[config.mk]
export PLATFORM = sky130hd
export DESIGN_NAME = cache_flush_ctrl
export DESIGN_NICKNAME = d
export VERILOG_FILES = /design/src/rtl/cache_flush_ctrl.sv
export SDC_FILE = /design/constraint.sdc
export NUM_CORES = 1
export LEC_CHECK = 0
export BUFFER_PORTS_ARGS = -buffer_cell sky130_fd_sc_hd__buf_4
export CAP_MARGIN = 10
export CORE_UTILIZATION = 43
export DETAILED_ROUTE_END_ITERATION = 6
export GPL_TIMING_DRIVEN = 0
export PLACE_DENSITY_LB_ADDON = 0.15
export SLEW_MARGIN = 40
export SYNTH_ARGS = -nofsm -noshare
export SYNTH_HDL_FRONTEND = slang
export SYNTH_SLANG_ARGS = --single-unit
[constraint.sdc]
create_clock -name clk -period 1.82 [get_ports clk]
set_input_delay 0.273 -clock clk [delete_from_list [all_inputs] [get_ports clk]]
set_output_delay 0.273 -clock clk [all_outputs]
set_load 0.05 [all_outputs]
[src/rtl/cache_flush_ctrl.sv]
// -----------------------------------------------------------------------------
// cache_flush_ctrl
//
// Flush sequencer for a set-associative cache. While flush_busy is high it owns
// the index/load ports of the per-way valid and dirty bit arrays. It walks every
// set, writes back each valid+dirty line through wb_req/wb_ack, clears the dirty
// bit of each written-back line, and can optionally invalidate every set.
//
// Parameters:
//   s_index : set index width, num_sets = 2**s_index
//   ways    : number of ways (one valid array and one dirty array per way)
//
// Ports:
//   clk, rst      : clock, synchronous active-high reset
//   flush_req     : start a flush (only looked at while idle)
//   flush_inv     : invalidate all sets during this flush (latched with flush_req)
//   flush_busy    : high from the cycle after acceptance through the done cycle
//   flush_done    : one-cycle completion pulse
//   arr_rindex    : array read index (arrays answer combinationally)
//   arr_windex    : array write index (writes land on the next clk edge)
//   valid_rdata   : per-way valid bits at arr_rindex
//   dirty_rdata   : per-way dirty bits at arr_rindex
//   valid_load    : per-way valid array write enable
//   dirty_load    : per-way dirty array write enable
//   arr_wdata     : array write data, always 0
//   wb_req        : write-back request to the memory-side arbiter
//   wb_index      : set of the line being written back
//   wb_way        : way of the line being written back
//   wb_ack        : write-back complete
//   wb_count      : write-backs in the current/last flush (FLUSH_STATS_EN only)
//   dbg_state     : current FSM state (0 IDLE, 1 SCAN, 2 WB, 3 DONE)
//
// Optional feature: define FLUSH_STATS_EN to add the wb_count output.
//
// Write-back handshake: wb_req rises with wb_index/wb_way and all three stay
// stable until the first cycle in which wb_ack is sampled high (which may be the
// very first wb_req cycle). That cycle completes the transfer; wb_req drops on
// the following edge. wb_ack while wb_req is low has no effect.
// -----------------------------------------------------------------------------
module cache_flush_ctrl #(
  parameter int s_index = 3,
  parameter int ways    = 2,
  localparam int num_sets = 2 ** s_index,
  localparam int way_w    = (ways > 1) ? $clog2(ways) : 1
) (
  input  logic                   clk,
  input  logic                   rst,
  input  logic                   flush_req,
  input  logic                   flush_inv,
  output logic                   flush_busy,
  output logic                   flush_done,
  output logic [s_index-1:0]     arr_rindex,
  output logic [s_index-1:0]     arr_windex,
  input  logic [ways-1:0]        valid_rdata,
  input  logic [ways-1:0]        dirty_rdata,
  output logic [ways-1:0]        valid_load,
  output logic [ways-1:0]        dirty_load,
  output logic                   arr_wdata,
  output logic                   wb_req,
  output logic [s_index-1:0]     wb_index,
  output logic [way_w-1:0]       wb_way,
  input  logic                   wb_ack,
`ifdef FLUSH_STATS_EN
  output logic [s_index+way_w:0] wb_count,
`endif
  output logic [1:0]             dbg_state
);

  typedef enum logic [1:0] {
    IDLE = 2'd0,
    SCAN = 2'd1,
    WB   = 2'd2,
    DONE = 2'd3
  } state_t;

  localparam logic [s_index-1:0] last_idx = s_index'(num_sets - 1);

  state_t             state;
  logic [s_index-1:0] idx;
  logic [way_w-1:0]   way_q;
  logic               inv_q;

  logic [ways-1:0]    pend;
  logic [way_w-1:0]   low_way;

  // Lines needing write-back in the set currently addressed; the lowest way
  // wins so a set's dirty ways are drained in ascending order across re-scans.
  always_comb begin
    pend    = valid_rdata & dirty_rdata;
    low_way = '0;
    for (int i = ways - 1; i >= 0; i--) begin
      if (pend[i]) low_way = way_w'(i);
    end
  end

  // Array writes depend on same-cycle array reads and on wb_ack, so the load
  // strobes are combinational. They are forced low during reset so an
  // abandoned flush never touches the arrays.
  always_comb begin
    valid_load = '0;
    dirty_load = '0;
    if (!rst) begin
      if (state == SCAN && pend == '0 && inv_q) valid_load = '1;
      if (state == WB && wb_ack) dirty_load = ways'(1) << way_q;
    end
  end

  always_ff @(posedge clk) begin
    if (rst) begin
      state      <= IDLE;
      idx        <= '0;
      way_q      <= '0;
      inv_q      <= 1'b0;
      flush_busy <= 1'b0;
      flush_done <= 1'b0;
      wb_req     <= 1'b0;
    end else begin
      case (state)
        IDLE: begin
          if (flush_req) begin
            inv_q      <= flush_inv;
            idx        <= '0;
            flush_busy <= 1'b1;
            state      <= SCAN;
          end
        end
        SCAN: begin
          if (pend != '0) begin
            way_q  <= low_way;
            wb_req <= 1'b1;
            state  <= WB;
          end else if (idx == last_idx) begin
            flush_done <= 1'b1;
            state      <= DONE;
          end else begin
            idx <= idx + s_index'(1);
          end
        end
        WB: begin
          // Return to SCAN at the same index to pick up further dirty ways.
          if (wb_ack) begin
            wb_req <= 1'b0;
            state  <= SCAN;
          end
        end
        DONE: begin
          flush_done <= 1'b0;
          flush_busy <= 1'b0;
          state      <= IDLE;
        end
        default: state <= IDLE;
      endcase
    end
  end

`ifdef FLUSH_STATS_EN
  always_ff @(posedge clk) begin
    if (rst) begin
      wb_count <= '0;
    end else if (state == IDLE && flush_req) begin
      wb_count <= '0;
    end else if (state == WB && wb_ack) begin
      wb_count <= wb_count + (s_index + way_w + 1)'(1);
    end
  end
`endif

  assign arr_rindex = idx;
  assign arr_windex = idx;
  assign wb_index   = idx;
  assign wb_way     = way_q;
  assign arr_wdata  = 1'b0;
  assign dbg_state  = state;

endmodule

==> flow_metrics.env <==
export IMPL_diodes=0
export IMPL_area_growth_syn_to_layout_pct=54.9
export IMPL_cts_max_path_buffers=2
export IMPL_maxCapViolCount=0
export IMPL_critical_path_class="reg2out"
export IMPL_detail_route_antenna_nets=0
export IMPL_placementRows=12
export IMPL_period_share_pct=98.9
export IMPL_drt_pass1_iter_count=4
export IMPL_status="finished, final reports clean"
export IMPL_cp_start_kind="flop"
export IMPL_critPathArrivalTime_ns=1.53
export IMPL_antenna_found_initial=0
export IMPL_hpwl_mm=1.06
export IMPL_power_total_uw=690
export IMPL_synth_seq_area_share_pct=34.3
export IMPL_dieArea_um2=1510
export IMPL_cts_tree="done"
export IMPL_h_tree_depth=1
export IMPL_drive_gt1_share_pct=59.4
export IMPL_layout_common_cells="39 x buf_4, 8 x dfxtp_1, 4 x a21oi_1, 4 x nor2_1"
export IMPL_start_util_pct=49.2
export IMPL_synthDistinctLibCells=26
export IMPL_finalInstanceArea_um2=903
export IMPL_place_port_buffers=27
export IMPL_clockRootBuffer="clkbuf_4"
export IMPL_leakagePower_uw=0.000445
export IMPL_maxSlewHeadroom_pct=56.7
export IMPL_clock_sinks=10
export IMPL_post_dp_cell_area_um2=837
export IMPL_synthesis_instances=62
export IMPL_worstSetupEndpointType="output pin"
export IMPL_overflow=0
export IMPL_clkTransAtPathRegs_ns=0.08
export IMPL_clk_latency_ns=0.27
export IMPL_drv_slew=0
export IMPL_synth_area_um2=583
export IMPL_ioPinCount=29
export IMPL_crit_required_ns=1.55
export IMPL_die_height_um=38.8
export IMPL_avgSynthCellArea_um2=9.40
export IMPL_nNetsFinal=108
export IMPL_final_setup_viol_count=0
export IMPL_vias=578
export IMPL_fmax_mhz=555
export IMPL_grt_use_total_pct=21.5
export IMPL_post_route_min_period_ns=1.80
export IMPL_setup_tns_ns=0
export IMPL_ctsHoldBuffers=0
export IMPL_power_density_nw_per_um2=763
export IMPL_synth_seq_cells=10
export IMPL_peakVddDrop_uv=475
export IMPL_drtIter0Drc=17
export IMPL_routed_wl_mm=1.46
export IMPL_grt_start_max_net_pins=11
export IMPL_routed_via_density=5.25
export IMPL_wl_per_cell_um=13.3
export IMPL_grt_pass1_vias=505
export IMPL_clock_skew_ns=0.00552
export IMPL_synth_warnings=0
export IMPL_layout_commonest_cell="buf_4"
export IMPL_gp_congestion=0.665
export IMPL_finalHoldViolations=0
export IMPL_critPathMaxFanout=8
export IMPL_worst_pin_slew_ns=0.649
export IMPL_core_area_um2=1190
export IMPL_synthesis_nets=73
export IMPL_drcViolationCount=0
export IMPL_numCtsBuffers=3
export IMPL_grt_pass1_wl_mm=2.17
export IMPL_hold_path_class="in2reg"
export IMPL_die_w_um=38.8
-- final timing paths --
path / from / to / slack [ns] / depth (start not counted)
worst max-delay path: dbg_state[1] / valid_load[1] / 0.02 / 5
worst min-delay path: dirty_rdata[0] / wb_way / 0.21 / 2
worst max register to register: arr_rindex[0] / arr_rindex[0] / 0.25 / 5
worst min register to register: wb_req / wb_req / 0.49 / 2
-- cell type report --
type	count	area (um^2)
Multi-Input combinational cell	40	335
Fill cell	87	283
Timing Repair Buffer	30	225
Sequential cell	10	203
Buffer	11	82.6
Clock buffer	4	36.3
Tap cell	14	17.5
Inverter	1	3.75
-- synth_stat cells --
cell type  instances  area [um^2]
ha_1               2         25.0
a22oi_2            1         12.5
nor3b_1            2         15.0
and4b_1            1         10.0
mux2_4             1         15.0
conb_1             1         3.75
clkbuf_1           1         3.75
dfxtp_1           10          200
nor4bb_1           1         10.0
a31oi_1            2         12.5
nand2b_1           3         18.8
nor2_1             4         15.0
nor4b_1            1         8.76
a21oi_1            4         20.0
inv_1              1         3.75
a221oi_1           1         8.76
a311oi_1           1         8.76
a22o_1             1         8.76
buf_4             10         75.1
nand2_2            1         6.26
mux2i_1            3         30.0
nor3b_2            1         12.5
and2b_1            1         7.51
nand2_1            3         11.3
a211oi_1           3         22.5
or3b_2             2         17.5
-- registers in the layout (all words and copies together) (netlist names) --
name and flops:
flush_done 1, arr_rindex 3, wb_way 1, dbg_state 2, flush_busy 1, inv_q 1
wb_req 1
-- report_power, final --
group	internal (uW)	switching, uW	total (uW)	leakage [uW]
registers	235	12.8	247	0.0000823
logic	93.6	140	233	0.000341
clock network	122	87.4	209	0.0000210
total	450	240	690	0.000445
-- worst max-delay path, stage by stage (launching register included) --
cell and delay (ns):
dfxtp_2 0.35, buf_6 0.13, and2b_2 0.25, and4b_2 0.23
buf_4 0.13, buf_4 0.18
-- stage by stage --
step	util [%]	std cells	setup WS (ns)	hold WS, ns
floorplan	-	62	0.0301	0.383
global placement	70.6	103	0.108	0.468
detailed placement	70.6	103	0.0886	0.478
CTS	74.2	107	0.0205	0.214
global route	76.2	110	-0.0111	0.222
finish	76.2	110	0.0192	0.213
-- routing by layer --
metal	vias to the layer above	global-route usage (%)	share of wire [%]
met5	-	0	0
met4	0	12.9	0.69
met3	2	3.47	6.7
met2	31	37.5	52
met1	259	23.9	40
li1	286	-	-
-- cells by family (layout without fill, tap and decap cells) --
group / Yosys count / count (layout) / synth area share, %
buf+inv: 12 / 46 / 14.2
mux: 4 / 4 / 7.72
fa+ha+maj: 2 / 2 / 4.29
flops: 10 / 10 / 34.3
compound gates: 13 / 13 / 16.1
simple gates: 20 / 20 / 22.7
other cells: 1 / 1 / 0.643
-- timing repair --
action,CTS,global route
endpoints found under the setup margin,2,1
resized for setup,2,1
endpoints found under the hold margin,0,0
buffers inserted,0,3
(Power assumes the default switching activity.)
